--- src/rtl/dac_seq_pkg.sv ---
// Shared types and constants for the DAC sample sequencer.
// The sequencer FSM encoding and the prime threshold live here.
package dac_seq_pkg;

    typedef enum logic [1:0] {
        ST_IDLE  = 2'd0,
        ST_PRIME = 2'd1,
        ST_RUN   = 2'd2,
        ST_STOP  = 2'd3
    } seq_state_e;

    localparam int unsigned PRIME_MIN_FILL = 2;
    localparam int unsigned UF_CNT_W       = 16;

    function automatic logic [15:0] sat_inc16(input logic [15:0] v);
        if (v == 16'hFFFF) begin
            return v;
        end else begin
            return v + 16'd1;
        end
    endfunction

endpackage

--- src/rtl/dac_sample_fifo.sv ---
// Small synchronous FIFO between the sample generator and the sequencer.
// Show-ahead read: dout always presents the head entry.
module dac_sample_fifo #(
    parameter int unsigned DATA_W = 32,
    parameter int unsigned DEPTH  = 4
) (
    input  logic                      clk,
    input  logic                      rst_n,
    input  logic                      push,
    input  logic                      pop,
    input  logic [DATA_W-1:0]         din,
    output logic [DATA_W-1:0]         dout,
    output logic [$clog2(DEPTH):0]    count,
    output logic                      full,
    output logic                      empty
);

    localparam int unsigned PTR_W = $clog2(DEPTH);
    localparam logic [PTR_W:0] FULL_CNT = (PTR_W+1)'(DEPTH);
    localparam logic [PTR_W:0] CNT_ONE  = (PTR_W+1)'(1);
    localparam logic [PTR_W-1:0] PTR_ONE = PTR_W'(1);

    logic [DATA_W-1:0] mem_r [DEPTH];
    logic [PTR_W-1:0]  wr_ptr_r;
    logic [PTR_W-1:0]  rd_ptr_r;
    logic [PTR_W:0]    count_r;
    logic              push_ok_s;
    logic              pop_ok_s;

    assign full      = (count_r == FULL_CNT);
    assign empty     = (count_r == {(PTR_W+1){1'b0}});
    assign count     = count_r;
    assign dout      = mem_r[rd_ptr_r];
    assign push_ok_s = push && !full;
    assign pop_ok_s  = pop && !empty;

    // Storage array; contents are don't-care once the pointers reset.
    always_ff @(posedge clk) begin
        if (push_ok_s) begin
            mem_r[wr_ptr_r] <= din;
        end
    end

    // Read/write pointers wrap naturally because DEPTH is a power of two.
    always_ff @(posedge clk or negedge rst_n) begin
        if (!rst_n) begin
            wr_ptr_r <= {PTR_W{1'b0}};
            rd_ptr_r <= {PTR_W{1'b0}};
        end else begin
            if (push_ok_s) begin
                wr_ptr_r <= wr_ptr_r + PTR_ONE;
            end
            if (pop_ok_s) begin
                rd_ptr_r <= rd_ptr_r + PTR_ONE;
            end
        end
    end

    // Occupancy; a simultaneous push and pop leaves it unchanged.
    always_ff @(posedge clk or negedge rst_n) begin
        if (!rst_n) begin
            count_r <= {(PTR_W+1){1'b0}};
        end else begin
            case ({push_ok_s, pop_ok_s})
                2'b10:   count_r <= count_r + CNT_ONE;
                2'b01:   count_r <= count_r - CNT_ONE;
                default: count_r <= count_r;
            endcase
        end
    end

endmodule

--- src/rtl/dac_sample_sequencer.sv ---
// Paces FIFO-buffered samples into the DAC at a programmable period.
// Optional DAC_SEQ_UFCNT_EN adds a saturating underflow event counter (uf_count).
module dac_sample_sequencer
    import dac_seq_pkg::*;
#(
    parameter int unsigned        DATA_W     = 32,
    parameter int unsigned        DIV_W      = 16,
    parameter int unsigned        FIFO_DEPTH = 4,
    parameter logic [DATA_W-1:0]  IDLE_CODE  = 32'h00000000
) (
    input  logic                  clk,
    input  logic                  rst_n,
    input  logic                  enable,
    input  logic [DIV_W-1:0]      div,
    input  logic [DATA_W-1:0]     s_data,
    input  logic                  s_valid,
    output logic                  s_ready,
    output logic [DATA_W-1:0]     dac_data,
    output logic                  dac_load,
    output logic                  busy,
    output logic                  underflow
`ifdef DAC_SEQ_UFCNT_EN
    ,
    output logic [UF_CNT_W-1:0]   uf_count
`endif
);

    localparam int unsigned CNT_W = $clog2(FIFO_DEPTH) + 1;
    localparam logic [CNT_W-1:0] MIN_FILL = CNT_W'(PRIME_MIN_FILL);
    localparam logic [DIV_W-1:0] DIV_ONE  = DIV_W'(1);
    localparam logic [DIV_W-1:0] DIV_ZERO = {DIV_W{1'b0}};

    seq_state_e          state_r;
    seq_state_e          state_nx_s;
    logic [DIV_W-1:0]    cnt_r;
    logic [DIV_W-1:0]    div_q_r;
    logic [DIV_W-1:0]    div_eff_s;
    logic [DATA_W-1:0]   dac_data_r;
    logic                dac_load_r;
    logic                busy_r;
    logic                underflow_r;

    logic [DATA_W-1:0]   fifo_dout_s;
    logic [CNT_W-1:0]    fifo_count_s;
    logic                fifo_full_s;
    logic                fifo_empty_s;
    logic                push_s;
    logic                fill_ok_s;
    logic                counting_s;
    logic                tick_s;

    logic                pop_s;
    logic                idle_load_s;
    logic                uf_hit_s;
    logic                clr_uf_s;
    logic                latch_div_s;

    assign push_s     = s_valid && !fifo_full_s;
    assign s_ready    = !fifo_full_s;
    assign fill_ok_s  = (fifo_count_s >= MIN_FILL) || fifo_full_s;
    assign div_eff_s  = (div == DIV_ZERO) ? DIV_ONE : div;
    assign counting_s = (state_r == ST_RUN) || (state_r == ST_STOP);
    assign tick_s     = counting_s && (cnt_r == DIV_ZERO);

    dac_sample_fifo #(
        .DATA_W (DATA_W),
        .DEPTH  (FIFO_DEPTH)
    ) u_fifo (
        .clk   (clk),
        .rst_n (rst_n),
        .push  (push_s),
        .pop   (pop_s),
        .din   (s_data),
        .dout  (fifo_dout_s),
        .count (fifo_count_s),
        .full  (fifo_full_s),
        .empty (fifo_empty_s)
    );

    // FSM state register.
    always_ff @(posedge clk or negedge rst_n) begin
        if (!rst_n) begin
            state_r <= ST_IDLE;
        end else begin
            state_r <= state_nx_s;
        end
    end

    // FSM next-state logic; STOP ignores enable until the closing tick.
    always_comb begin
        state_nx_s = state_r;
        case (state_r)
            ST_IDLE: begin
                if (enable) begin
                    state_nx_s = ST_PRIME;
                end else begin
                    state_nx_s = ST_IDLE;
                end
            end
            ST_PRIME: begin
                if (!enable) begin
                    state_nx_s = ST_IDLE;
                end else if (fill_ok_s) begin
                    state_nx_s = ST_RUN;
                end else begin
                    state_nx_s = ST_PRIME;
                end
            end
            ST_RUN: begin
                if (!enable) begin
                    state_nx_s = ST_STOP;
                end else begin
                    state_nx_s = ST_RUN;
                end
            end
            ST_STOP: begin
                if (tick_s) begin
                    state_nx_s = ST_IDLE;
                end else begin
                    state_nx_s = ST_STOP;
                end
            end
            default: state_nx_s = ST_IDLE;
        endcase
    end

    // FSM action decode; a RUN tick with an empty FIFO only flags underflow.
    always_comb begin
        pop_s       = 1'b0;
        idle_load_s = 1'b0;
        uf_hit_s    = 1'b0;
        clr_uf_s    = 1'b0;
        latch_div_s = 1'b0;
        case (state_r)
            ST_IDLE: begin
                clr_uf_s = enable;
            end
            ST_PRIME: begin
                latch_div_s = enable && fill_ok_s;
            end
            ST_RUN: begin
                if (tick_s) begin
                    pop_s    = !fifo_empty_s;
                    uf_hit_s = fifo_empty_s;
                end else begin
                    pop_s    = 1'b0;
                    uf_hit_s = 1'b0;
                end
            end
            ST_STOP: begin
                idle_load_s = tick_s;
            end
            default: begin
                pop_s       = 1'b0;
                idle_load_s = 1'b0;
            end
        endcase
    end

    // Sample-period divider: period latched at RUN entry, reload-only countdown.
    always_ff @(posedge clk or negedge rst_n) begin
        if (!rst_n) begin
            cnt_r   <= DIV_ZERO;
            div_q_r <= DIV_ONE;
        end else if (latch_div_s) begin
            cnt_r   <= div_eff_s - DIV_ONE;
            div_q_r <= div_eff_s;
        end else if (counting_s) begin
            cnt_r <= tick_s ? (div_q_r - DIV_ONE) : (cnt_r - DIV_ONE);
        end
    end

    // DAC output registers; dac_load is aligned with each dac_data update.
    always_ff @(posedge clk or negedge rst_n) begin
        if (!rst_n) begin
            dac_data_r <= IDLE_CODE;
            dac_load_r <= 1'b0;
            busy_r     <= 1'b0;
        end else begin
            if (pop_s) begin
                dac_data_r <= fifo_dout_s;
            end else if (idle_load_s) begin
                dac_data_r <= IDLE_CODE;
            end
            dac_load_r <= pop_s || idle_load_s;
            busy_r     <= (state_nx_s != ST_IDLE);
        end
    end

    // Sticky underflow flag, cleared when a new run is armed.
    always_ff @(posedge clk or negedge rst_n) begin
        if (!rst_n) begin
            underflow_r <= 1'b0;
        end else if (clr_uf_s) begin
            underflow_r <= 1'b0;
        end else if (uf_hit_s) begin
            underflow_r <= 1'b1;
        end
    end

    assign dac_data  = dac_data_r;
    assign dac_load  = dac_load_r;
    assign busy      = busy_r;
    assign underflow = underflow_r;

`ifdef DAC_SEQ_UFCNT_EN
    logic [UF_CNT_W-1:0] uf_count_r;

    // Saturating count of empty-at-tick events, cleared when a run is armed.
    always_ff @(posedge clk or negedge rst_n) begin
        if (!rst_n) begin
            uf_count_r <= {UF_CNT_W{1'b0}};
        end else if (clr_uf_s) begin
            uf_count_r <= {UF_CNT_W{1'b0}};
        end else if (uf_hit_s) begin
            uf_count_r <= sat_inc16(uf_count_r);
        end
    end

    assign uf_count = uf_count_r;
`endif

endmodule
--- config.mk ---
export PLATFORM = sky130hd
export DESIGN_NAME = dac_sample_sequencer
export DESIGN_NICKNAME = d
export VERILOG_FILES = /design/src/rtl/dac_seq_pkg.sv /design/src/rtl/dac_sample_fifo.sv /design/src/rtl/dac_sample_sequencer.sv
export SDC_FILE = /design/constraint.sdc
export NUM_CORES = 1
export LEC_CHECK = 0
export CAP_MARGIN = 20
export CELL_PAD_IN_SITES_DETAIL_PLACEMENT = 1
export CELL_PAD_IN_SITES_GLOBAL_PLACEMENT = 1
export CORE_ASPECT_RATIO = 1.2
export CORE_MARGIN = 4
export CORE_UTILIZATION = 51
export DETAILED_ROUTE_END_ITERATION = 8
export MAX_ROUTING_LAYER = met4
export PLACE_DENSITY_LB_ADDON = 0.1
export SYNTH_ARGS = -nofsm -noshare
export SYNTH_HDL_FRONTEND = slang
export SYNTH_HIERARCHICAL = 1
export SYNTH_SLANG_ARGS = --single-unit
export TNS_END_PERCENT = 50
--- constraint.sdc ---
create_clock -name clk -period 9.6 [get_ports clk]
set_input_delay 1.44 -clock clk [delete_from_list [all_inputs] [get_ports clk]]
set_output_delay 1.44 -clock clk [all_outputs]
set_load 0.03 [all_outputs]
; ---- After elaboration in Yosys (flattened, before gate mapping)
; Memory sizes are Yosys's and may differ from the RTL's.
; Index checks and enable logic that the tools add are counted.
[word_totals]
ram_bits = 128
mem_count = 1
elab_cells = 68
register_bits = 76
out_inout_bits = 36
[mem_list]
columns = name, words, word_bits, rd, rd_clocked_by_memory_dff, write_ports, line
row1 = u_fifo.mem_r, 4, 32, 1, 0, 1, dac_sample_fifo.sv:23  ; logic [DATA_W-1:0] mem_r [DEPTH];
[classes]
addsub = 7
eq_ne = 6
n_lt_le_gt_ge = 1
mux = 24
reduce_logical = 19
[ops]
columns = op, count
row1 = $mux 16, 4
row2 = $mux 32, 2
row3 = $sub 16x1->16 const B, 3
row4 = $logic_not 16->1, 2
row5 = $mux 1, 13
row6 = $reduce_bool 2->1, 5
row7 = $pmux 2 s4, 1
row8 = $eq 2x2->1 const B, 3
row9 = $mux 2, 3
row10 = $pmux 3 s2, 1
row11 = $logic_and 1x1->1, 5
row12 = $add 2x1->2 const B, 2
row13 = $eq 2x1->1 const B, 2
row14 = $add 3x1->3 const B, 1
row15 = $eq 3x3->1 const B, 1
row16 = $ge 3x2->1 const B, 1
row17 = $logic_not 3->1, 1
row18 = $logic_or 1x1->1, 3
row19 = $sub 3x1->3 const B, 1
row20 = $logic_not 1->1, 2
row21 = $logic_not 2->1, 1

; ---- Logic depth before layout (Yosys ltp)
[logic_depth]
word_depth = 8
ltp_mapped = 13
ltp_nobuf = 11

; ---- By module
; Netlist, hierarchy kept.
[by_module_without_submodules]
columns = mod, n_inst, cells_per_inst, area_per_inst_um2, seq_area_each_um2
row1 = dac_sample_fifo, 1, 205, 5091.1, 4018.9
row2 = dac_sample_sequencer, 1, 342, 3390.8, 1727.9

; ---- Least setup slack after synthesis
; OpenSTA, ideal clock, no wires.
[synth_timing]
path_type = input-to-reg
startpoint = in enable
endpoint = reg cnt_r[14]
arrival_ns = 3.546
n_path_buf = 2
stages = 11
setup_slack_ns = 5.923
cell_sequence = and3b_2 -> nand2_2 -> buf_6 -> nor3_2 -> or2_2 -> ha_1 -> o311ai_1 -> or2_2 -> clkbuf_1 -> o211a_1 -> or3_1
[synth_between]
elab_chain_cells = 3
word_cells_on_any_way = 4
classes_between = mux (2) / reduce/logical (2)
[synth_lines]
columns = element, line
row1 = from (decl), dac_sample_sequencer.sv:13  ; input logic enable,
row2 = $logic_and 1x1->1 *, dac_sample_sequencer.sv:139  ; latch_div_s = enable && fill_ok_s;
row3 = $mux 1 *, dac_sample_sequencer.sv:134  ; case (state_r)
row4 = $mux 16 / $reduce_bool 2->1 (equally long branches), -
row5 = to (signal assigned), dac_sample_sequencer.sv:166  ; cnt_r <= div_eff_s - DIV_ONE;
row6 = to (signal assigned), dac_sample_sequencer.sv:169  ; cnt_r <= tick_s ? (div_q_r - DIV_ONE) : (cnt_r - DIV_ONE);
row7 = to (decl), dac_sample_sequencer.sv:35  ; logic [DIV_W-1:0] cnt_r;
; Mark *: on every way between the ends. The rest lies on a longest branch, timed or not.
; A chain may end at the register's enable or synchronous reset.

; ---- Final worst setup path
; Same ends and word-level chain as after synthesis.

==> impl_metrics.ini <==
[layout]
layout-drive-gt1-share_pct = 14.46
fill_cells = 1486
multiInputGateArea_mm2 = 0.002539
seq_area_mm2 = 0.005749
diodes = 0
fin_area_mm2 = 0.01012
syn2layout_area_growth_pct = 19.30
nNetsFinal = 695

[place]
port_buffers = 87
hpwl_mm = 12.92
dpl_cell_area_mm2 = 0.009500
gp_congestion = 0.8447

[global_route]
antenna_found_initial = 0
grt-ovfl-total = 0
grt_first_pass_wirelength_mm = 32.26
grt.total_usage_pct = 22.75
grt_start_max_net_pins = 64
grt_pass1_vias = 5708

[logic_synthesis]
netlist.area_leader.share_pct = 45.32
synthTopCellsByCount = edfxtp_1, dfrtp_1, nand2_1
synth_area_leader_cell = edfxtp_1
synth_cell_type_count = 64
synth_most_common_cell = edfxtp_1
synth_edf_count = 128
yosys_warnings = 6
yosysSeqAreaShare_pct = 67.75
synth_area_leaders = edfxtp_1, dfrtp_1, mux4_2, a22o_1, nand2_1
ys_ff_latch = 204
avgSynthCellArea_um2 = 15.51
syn-num-nets = 606
syn_inst = 547
synth_flop_cell = edfxtp_1
synth_area_mm2 = 0.008482
async_reset_ff_share_pct = 37.25

[die]
die_w_um = 125.7
coreArea_mm2 = 0.01627
initial_utilization_pct = 52.13
die_height_um = 149.3
num_rows = 51
ios = 88
dieArea_mm2 = 0.01877

[clock_tree]
cts_max_level = 1
cts_buffers = 21
clock_path_buffers = 3
cts_hold_buf = 0
clk_pin_slew_ns = 0.06
cts_tree = done
post-cts-setup-buffers = 0
clkLatencyLatePin_ns = 0.49
clock-root-buffer = clkbuf_16
cts.sinks = 204
cts_resized = 0

[min_path]
hold_class = reg2reg

[critical_path]
end_kind = register
setup.worst_path.class = in2reg
cp.required_ns = 9.96
arrival_ns = 4.64
crit_fanout = 31
start_kind = primary input

[power]
p_seq_share_pct = 48.4
internal_power_w = 0.001807
p_leak_nw = 3.702
clkPwrFrac_pct = 28.3
combPwrFrac_pct = 23.3
switchingPower_w = 0.0008222
power_density_mw_per_mm2 = 259.8
ir_drop_v = 0.0001761
sw_frac_of_total_pct = 31.27

[sta]
setup-tns-final_ns = 0
finalSetupViolations = 0
hold_violations = 0
drv_slew = 0
slew_headroom_pct = 36.78
rsz0062_at_grt = no
worst_pin_slew_ns = 0.9483
fin_crit_ns = 4.274
post-route-period-util_pct = 44.52
fin_skew_ns = 0.01185
fmax_ghz = 0.2340

[routing]
vias = 5125
wl_per_cell_um = 23.40
postRouteWirelength_mm = 20.17
drt_iter0_drc = 378
vias_per_cell = 5.945
first_pass_iters = 4
final_antenna_net_count = 0
drc = 0

[run_status]
status = finished clean

[run]
cap_violations = 0
-- kinds of logic (layout without fill, tap and decap cells) --
| group | after synthesis | after routing | synth area share (%) |
|---|---|---|---|
| AO/OA/AOI/OAI | 97 | 97 | 8.718 |
| buffers and inverters | 35 | 138 | 2.463 |
| multiplexers | 37 | 37 | 9.293 |
| adder cells (fa/ha/maj) | 7 | 7 | 1.121 |
| AND/OR/NAND/NOR | 152 | 152 | 9.102 |
| XOR/XNOR | 15 | 15 | 1.549 |
| flip-flops | 204 | 204 | 67.75 |
-- routing by layer --
metal | vias to the layer above | global-route usage [%] | share of wire (%)
met1 | 2647 | 27.59 | 40
met4 | 0 | 8.134 | 3.5
met5 | - | - | 0
li1 | 2292 | - | -
met3 | 50 | 3.940 | 4.4
met2 | 136 | 38.76 | 52
-- worst max-delay path, stage by stage --
cell	delay, ns
clkdlybuf4s50_1	0.54
and3b_2	0.26
nand2_2	0.35
nor3_2	0.39
or2_2	0.21
ha_1	0.31
o311ai_1	0.19
or2_2	0.38
o211a_1	0.21
or3_1	0.36
-- placed cells by master (no fill, tap or decap), types with 4 or more instances in the layout --
cell,Yosys,final
a21oi_1,11,11
a22o_1,32,32
a31oi_1,8,8
and2_2,0,4
buf_4,0,8
clkbuf_1,16,7
clkbuf_16,0,21
clkdlybuf4s50_1,0,86
dfrtp_1,75,73
edfxtp_1,128,128
ha_1,6,6
inv_1,7,7
mux4_1,4,4
mux4_2,28,28
nand2_1,57,57
nand3_1,8,8
nor2_1,28,28
nor3_1,12,11
nor4_1,9,9
o211a_1,4,4
o211ai_1,6,6
o21ai_0,15,15
or2_2,5,5
xnor2_1,7,7
xor2_1,8,8
-- state kept, by name, summed over array words and instances (netlist names) --
signal and flops:
u_fifo/mem_r 128, dac_data 32, cnt_r 16, div_q_r 16, u_fifo/count 3, state_r 2, u_fifo/rd_ptr_r 2, u_fifo/wr_ptr_r 2
busy 1, dac_load 1, underflow 1
-- worst paths after layout --
check                             start         endpoint  slack, ns  cells after the start
setup / recovery                 enable        cnt_r[14]       5.33                     10
hold / removal             dac_data[14]     dac_data[14]       0.50                      1
setup reg to reg             state_r[1]  u_fifo/count[2]       5.65                     12
hold reg to reg            dac_data[14]     dac_data[14]       0.50                      1
max in group asynchronous         rst_n      dac_data[8]       7.67                      2
min in group asynchronous         rst_n     dac_data[26]       0.80                      1
-- power groups by stage --
stage | logic, W | clock network, W | registers (W)
2_1_floorplan | 0.000432 | 0 | 0.00125
3_3_place_gp | 0.000592 | 0 | 0.00127
3_5_place_dp | 0.000614 | 0 | 0.00128
4_1_cts | 0.000620 | 0.000760 | 0.00127
5_1_grt | 0.000681 | 0.000805 | 0.00129
6_report | 0.000614 | 0.000744 | 0.00127
-- area by class of cell --
| type | count | area share (%) |
|---|---|---|
| Multi-Input combinational cell | 308 | 25.09 |
| Timing Repair Buffer | 94 | 9.101 |
| Clock inverter | 7 | 0.3833 |
| Clock buffer | 30 | 5.725 |
| Inverter | 7 | 0.2597 |
| Tap cell | 212 | 2.621 |
| Sequential cell | 204 | 56.82 |
-- through the flow --
stage          cells  util (%)  worst slack, ns  hold WS [ns]  total power, W
2_1_floorplan    547         -            5.923        0.4385        0.001678
4_1_cts          862     62.18            5.340        0.4992        0.002652
5_1_grt          862     62.18            5.168        0.5296        0.002775
3_5_place_dp     825     58.39            4.846        0.4726        0.001898
6_report         862     62.18            5.326        0.5018        0.002629
3_3_place_gp     825     58.39            4.964        0.4581        0.001859
(Power assumes the default switching activity.)
